## src/rtl/fir_decim_fifo.sv

```systemverilog
// Decimator plus first-word-fall-through FIFO for the FIR output stream, with a sticky overflow flag.
// Define FIR_DECIM_AVG_EN to push a boxcar average of each group instead of its first sample.
module fir_decim_fifo #(
  parameter int DWIDTH = 16,
  parameter int DECIM  = 4,
  parameter int DEPTH  = 8
) (
  input  logic                       clk,
  input  logic                       arst,
  input  logic                       in_valid,
  input  logic signed [DWIDTH-1:0]   in_data,
  output logic                       out_valid,
  input  logic                       out_ready,
  output logic signed [DWIDTH-1:0]   out_data,
  output logic [$clog2(DEPTH):0]     fill_level,
  output logic                       overflow,
  input  logic                       ovf_clear
);

  localparam int SH = (DECIM > 1) ? $clog2(DECIM) : 0;
  localparam int PW = (DECIM > 1) ? $clog2(DECIM) : 1;
  localparam int AW = $clog2(DEPTH);
  localparam int CW = AW + 1;

  logic [PW-1:0]              phase_r;
  logic [AW-1:0]              wr_ptr_r;
  logic [AW-1:0]              rd_ptr_r;
  logic [CW-1:0]              count_r;
  logic                       overflow_r;
  logic signed [DWIDTH-1:0]   mem_r [DEPTH];

  logic                       keep_s;
  logic signed [DWIDTH-1:0]   push_data_s;
  logic                       pop_s;
  logic                       push_ok_s;
  logic                       drop_s;

`ifdef FIR_DECIM_AVG_EN
  localparam int ACCW = DWIDTH + SH;
  logic signed [ACCW-1:0] acc_r;
  logic signed [ACCW-1:0] sum_s;
  logic signed [ACCW-1:0] avg_s;

  // Group sum including the current sample; arithmetic shift floors toward minus infinity.
  always_comb begin
    sum_s       = acc_r + ACCW'(in_data);
    avg_s       = sum_s >>> SH;
    push_data_s = avg_s[DWIDTH-1:0];
    if (in_valid && (phase_r == PW'(DECIM - 1))) begin
      keep_s = 1'b1;
    end else begin
      keep_s = 1'b0;
    end
  end

  // Accumulator restarts on the first sample of each group.
  always_ff @(posedge clk) begin
    if (arst) begin
      acc_r <= '0;
    end else if (in_valid) begin
      if (phase_r == PW'(0)) begin
        acc_r <= ACCW'(in_data);
      end else begin
        acc_r <= sum_s;
      end
    end
  end
`else
  // Keep only the first sample of each decimation group.
  always_comb begin
    push_data_s = in_data;
    if (in_valid && (phase_r == PW'(0))) begin
      keep_s = 1'b1;
    end else begin
      keep_s = 1'b0;
    end
  end
`endif

  // Handshake decode: a full FIFO still accepts a push when the head leaves in the same cycle.
  always_comb begin
    pop_s = (count_r != CW'(0)) && out_ready;
    if (keep_s && ((count_r < CW'(DEPTH)) || pop_s)) begin
      push_ok_s = 1'b1;
    end else begin
      push_ok_s = 1'b0;
    end
    drop_s = keep_s && !push_ok_s;
  end

  // Phase counter advances on accepted input samples only.
  always_ff @(posedge clk) begin
    if (arst) begin
      phase_r <= '0;
    end else if (in_valid) begin
      if (phase_r == PW'(DECIM - 1)) begin
        phase_r <= '0;
      end else begin
        phase_r <= phase_r + PW'(1);
      end
    end
  end

  // Pointers and occupancy; pointers wrap naturally since DEPTH is a power of 2.
  always_ff @(posedge clk) begin
    if (arst) begin
      wr_ptr_r <= '0;
      rd_ptr_r <= '0;
      count_r  <= '0;
    end else begin
      if (push_ok_s) begin
        wr_ptr_r <= wr_ptr_r + AW'(1);
      end
      if (pop_s) begin
        rd_ptr_r <= rd_ptr_r + AW'(1);
      end
      case ({push_ok_s, pop_s})
        2'b10:   count_r <= count_r + CW'(1);
        2'b01:   count_r <= count_r - CW'(1);
        default: count_r <= count_r;
      endcase
    end
  end

  // Sample storage; contents are unobservable while empty, so no reset.
  always_ff @(posedge clk) begin
    if (push_ok_s) begin
      mem_r[wr_ptr_r] <= push_data_s;
    end
  end

  // Sticky overflow: a new drop beats a simultaneous clear.
  always_ff @(posedge clk) begin
    if (arst) begin
      overflow_r <= 1'b0;
    end else if (drop_s) begin
      overflow_r <= 1'b1;
    end else if (ovf_clear) begin
      overflow_r <= 1'b0;
    end else begin
      overflow_r <= overflow_r;
    end
  end

  // Head-of-FIFO presentation, forced to zero while empty.
  always_comb begin
    if (count_r != CW'(0)) begin
      out_data = mem_r[rd_ptr_r];
    end else begin
      out_data = '0;
    end
  end

  assign out_valid  = (count_r != CW'(0));
  assign fill_level = count_r;
  assign overflow   = overflow_r;

endmodule

```

## config.mk

```make
export PLATFORM = sky130hd
export DESIGN_NAME = fir_decim_fifo
export DESIGN_NICKNAME = d
export VERILOG_FILES = /design/src/rtl/fir_decim_fifo.sv
export SDC_FILE = /design/constraint.sdc
export NUM_CORES = 1
export LEC_CHECK = 0
export ABC_AREA = 1
export ABC_CLOCK_PERIOD_IN_PS = 6700
export BUFFER_PORTS_ARGS = -buffer_cell sky130_fd_sc_hd__buf_2
export CAP_MARGIN = 15
export CORE_ASPECT_RATIO = 1.1
export CORE_MARGIN = 1.5
export CORE_UTILIZATION = 45
export DETAILED_ROUTE_END_ITERATION = 8
export PLACE_DENSITY = 0.66
export SLEW_MARGIN = 20
export SYNTH_ARGS = -nofsm -noshare
export SYNTH_HDL_FRONTEND = slang
export SYNTH_SLANG_ARGS = --single-unit
```

## constraint.sdc

```tcl
create_clock -name clk -period 6.7 [get_ports clk]
set_input_delay 0.335 -clock clk [delete_from_list [all_inputs] [get_ports clk]]
set_output_delay 0.335 -clock clk [all_outputs]
set_load 0.01 [all_outputs]
```

## Word-level counts from Yosys, hierarchy flattened

Memories as Yosys holds them, arrays and structs flattened. A register that Yosys moved wholly into a read port is not among the register bits.
Cells that the tools add are included.

| cells by class | value |
|---|---|
| add/sub/neg operators | 5 |
| order comparisons | 1 |
| eq/ne operators | 3 |
| multiplexer cells | 11 |
| reductions and logical operators | 10 |

Operators by type and width:

| cell | count |
|---|---|
| 16-bit 2-to-1 mux | 1 |
| 4-bit one-hot mux with 2 select lines | 1 |
| 3-bit by 1-bit adder with 3-bit output, second input constant | 2 |
| 1-bit 2-to-1 mux | 6 |
| 3-bit 2-to-1 mux | 2 |
| 4-bit by 1-bit adder with 4-bit output, second input constant | 1 |
| 2-bit == test, second input constant | 2 |
| 1-bit logical AND | 4 |
| 4-bit < comparator, second input constant | 1 |
| 2-bit nonzero test | 2 |
| 4-bit nonzero test | 1 |
| 4-bit by 1-bit subtractor with 4-bit output, second input constant | 1 |
| 2-bit by 1-bit adder with 2-bit output, second input constant | 1 |
| 2-bit by 1-bit == test with 1-bit output, second input constant | 1 |
| 2-bit logical NOT | 1 |
| 2-bit 2-to-1 mux | 1 |
| 1-bit logical NOT | 1 |
| 1-bit logical OR | 1 |

| storage, ports and cells | value |
|---|---|
| bits of input ports | 21 |
| bits in registers | 13 |
| RAM bits | 128 |
| memories kept | 1 |
| output and inout port bits | 22 |

Memories:

| memory | depth | bits a word | rd ports | clocked after Yosys merged registers in | write ports | RTL line | source |
|---|---|---|---|---|---|---|---|
| mem_r | 8 | 16 | 1 | 1 | 1 | 30 | `logic signed [DWIDTH-1:0] mem_r [DEPTH];` |

## Longest topological paths before layout

| logic depth | value |
|---|---|
| depth after elaboration | 8 |
| mapped depth | 14 |
| mapped depth without buffers | 14 |

## Least setup slack after synthesis

Ideal clock, no wire load.

| timing path | value |
|---|---|
| kind | reg2reg |
| start | reg count_r[3] (netlist: fill_level[3]) |
| end | mem mem_r[0][0], enable pin |
| cell stages (with the launch flop) | 8 |
| arrival | 1823 ps |
| required time | 6312 ps |
| slack | 4489 ps |
| path through | dfxtp_1 nor2_1 nand3_2 nand2_4 nand2_1 nand2_2 or2_4 nor2_1 |

| between the ends | value |
|---|---|
| longest elaborated chain between the ends | 7 |
| elaborated cells on any way between the ends | 8 |
| those cells by class | order compare (1); mux (3); reduce/logical (4) |

RTL lines:

| element | RTL line | source |
|---|---|---|
| start: declaration | 28 | `logic [CW-1:0] count_r;` |
| start signal: assignment | 118 | `2'b10: count_r <= count_r + CW'(1);` |
| start signal: assignment | 119 | `2'b01: count_r <= count_r - CW'(1);` |
| start signal: assignment | 120 | `default: count_r <= count_r;` |
| parallel branches: the longest is 2 deep, another holds 4-bit < comparator | n/a |  |
| 1-bit logical OR (*) | 83 | `if (keep_s && ((count_r < CW'(DEPTH)) \|\| pop_s)) begin` |
| 1-bit logical AND (*) | 83 |  |
| 1-bit 2-to-1 mux (*) | 83 |  |
| 1-bit 2-to-1 mux (*) | 127 | `if (push_ok_s) begin` |
| 1-bit 2-to-1 mux (not written as such) (*) | 128 | `mem_r[wr_ptr_r] <= push_data_s;` |
| end: declaration | 30 |  |

Every way passes the cells marked *.

==> reports/metrics.csv <==
metric,value,unit
CTS root buf,clkbuf_16,
Final setup viols,0,
Hold Buf Count CTS,0,
final net count,579,
Hold Path Class,input pin to flip-flop,
Overflow after GRT,0,
PwrDens,400,nW/um^2
DR WL/cell,16.9,um
final WL,12200,um
Setup Crit Path Kind,flip-flop to primary output,
Yosys top cell area share,66.1,%
Hold Crit Depth,2,
Hold Startpoint,arst,
VDD IR max,0.297,mV
# diodes,0,
CP max stage delay,0.77,ns
fin crit share,44.7,%
critical path data required time,6.36,ns
critical path startpoint category,flip-flop,
crit path max fanout,65,
"Slowest-stage cell, CP",dfxtp_4,
fill count,1078,
Final ANT Viol Nets,0,
"Design Area, Final",6760,um^2
final setup TNS,0,ns
Seq cells post-synth,144,
clk sinks,144,
average size of a mapped cell,11.5,um^2
antenna violations before repair,0,
post-synth top area cell,edfxtp_1,
largest net degree at the start of global routing,66,
Post-Layout Cell Count,721,
vias in the first global route,3867,
Area contributors post-synth,"edfxtp_1, nor2_1, o21ai_0, dfxtp_1, ha_1",
hold_ws,0.158,ns
Starting Density,46.2,%
Area Growth Syn to Fin,16.2,%
# DRC,0,
"Reg clk slew, reported paths",0.06,ns
net count after synthesis,534,
CTS Buf Count,17,
CP cell instances,inv_2 > o21ai_0 > o21ai_0 > o21ai_0 > nor2_1 > buf_2,
footprint of the multi-input gates,1480,um^2
Mapped Area,5820,um^2
storage element area,4170,um^2
# H-tree levels,4,
number of max-cap violations,0,
worst-margin pin slew,1.01,ns
"Arr. time, crit path",2.66,ns
Final HPWL DP,6740,um
setup bufs post-CTS,0,
# IOs,43,
die area,13600,um^2
register area share after synthesis,71.6,%
Final Total Pwr,2.71,mW
r2r endpoint,mem_r[7][15],
FP Rows,43,
post-layout util,53.7,%
"most used cell, CP",o21ai_0,
DP Worst Slack,3.70,ns
Syn Inst Count,506,
Tot GR Track Use,19.0,%
R2R setup slack,4.07,ns
RSZ-0062 raised after global routing,no,
Worst-Skew Late Latency,0.41,ns
CTS tree,done,
YS warnings,0,
vias per cell,5.24,
Worst R2R Path Depth,7,
Final Max Tran Viols,0,
post-CTS sizing,0,
Hold EP,wr_ptr_r[2],
GPL Wtd Cong,0.764,
Leakage Power,2.47,nW
fin worst setup slack,3.70,ns
core area,12600,um^2
Chip Width,111,um
fin crit period,3.00,ns
fraction of layout cells with a size suffix above 1,15.1,%
Max Clk Rate,334,MHz
Netlist cell types,23,
max-slew headroom at the worst pin,32.3,%
Placement Cell Area,6180,um^2
Via Count,3781,
DR pass1 iterations,4,
Initial DRC Count,295,
clk buf depth,2,
Fin. Hold Viols,0,
CP endpoint kind,primary output,
die height,122,um
first-pass GRT wire length,19600,um
status,"complete, no violations",
cell count after placement,689,
Reg-to-Reg Start,fill_level[3],
Port Buffer Count,42,
clk_skew,0.00820,ns
[layer usage]
layer	GRT usage (%)	up-vias	wire length (um)
li1	-	1862	-
met1	22.6	1801	5070
met2	34.0	106	6320
met3	4.69	12	616
met4	6.65	0	186
met5	0	-	0
[worst max-delay path by stage]
stage,startpoint,endpoint,slack [ns],cells past startpoint
floorplan,fill_level[3],mem_r[0][0],4.49,7
global placement,flip-flop,out_data[14],3.78,6
detailed placement,flip-flop,out_data[2],3.70,6
CTS,flip-flop,out_data[2],3.18,6
global route,flip-flop,out_data[6],3.45,6
finish,flip-flop,out_data[2],3.70,6
[power by group]
part	internal, mW	switching (mW)	total (mW)
combinational	0.239	0.417	0.656
clock	0.581	0.338	0.920
sequential	1.03	0.0998	1.13
total	1.85	0.855	2.71
[worst max-delay path: cells and delay by family (launching register included)]
kind | cells | cell delay, ns
AO/OA/AOI/OAI | 3 | 0.68
buffers and inverters | 2 | 0.73
flip-flops | 1 | 0.77
AND/OR/NAND/NOR | 1 | 0.06
[cell families after synthesis]
| kind of cell | share of synthesized area, % |
|---|---|
| XOR/XNOR | 0.452 |
| adder cells (fa/ha/maj) | 1.50 |
| AND/OR/NAND/NOR | 12.0 |
| buffers and inverters | 3.07 |
| AO/OA/AOI/OAI | 11.4 |
| flip-flops | 71.6 |
[state kept, by name (all words and copies together) (netlist names), named ones only]
| register | flops |
|---|---|
| fill_level | 4 |
| mem_r | 128 |
| overflow | 1 |
| phase_r | 2 |
| rd_ptr_r | 3 |
| wr_ptr_r | 3 |
[cell type report]
class | count | share of cell area, %
multi-input combinational | 320 | 21.8
inverter | 18 | 0.999
tap | 157 | 2.90
timing repair buffer | 50 | 4.00
sequential | 144 | 61.7
clock inverter | 12 | 2.13
clock buffer | 20 | 6.46
[cell usage in the layout, fill, tap and decap left out]
master / n
inv_2: 1
dfxtp_1: 14
clkinv_4: 2
buf_4: 8
o21ai_1: 12
nor3_1: 1
nand3_2: 1
nand3_1: 5
o21ai_0: 108
inv_1: 17
nor2_1: 148
edfxtp_1: 128
clkinvlp_4: 1
or2_4: 1
ha_1: 7
clkinv_1: 1
clkbuf_1: 3
nand3b_1: 1
nand2_4: 1
clkbuf_16: 17
dfxtp_4: 2
nand2_2: 1
bufinv_16: 3
xor2_1: 2
nand2_1: 18
a21oi_1: 13
xnor2_1: 1
buf_2: 42
clkinv_2: 5
[cells in the mapped netlist (all sizes together)]
cell type and count:
inv 18, ha 7, a21oi 13, edfxtp 128, xnor2 1, nand3 6, o21ai 120, dfxtp 16
or2 1, nor2 148, xor2 2, nand3b 1, clkbuf 16, nand2 20, nor3 1, buf 8
Power figures use the tool's default switching activity.
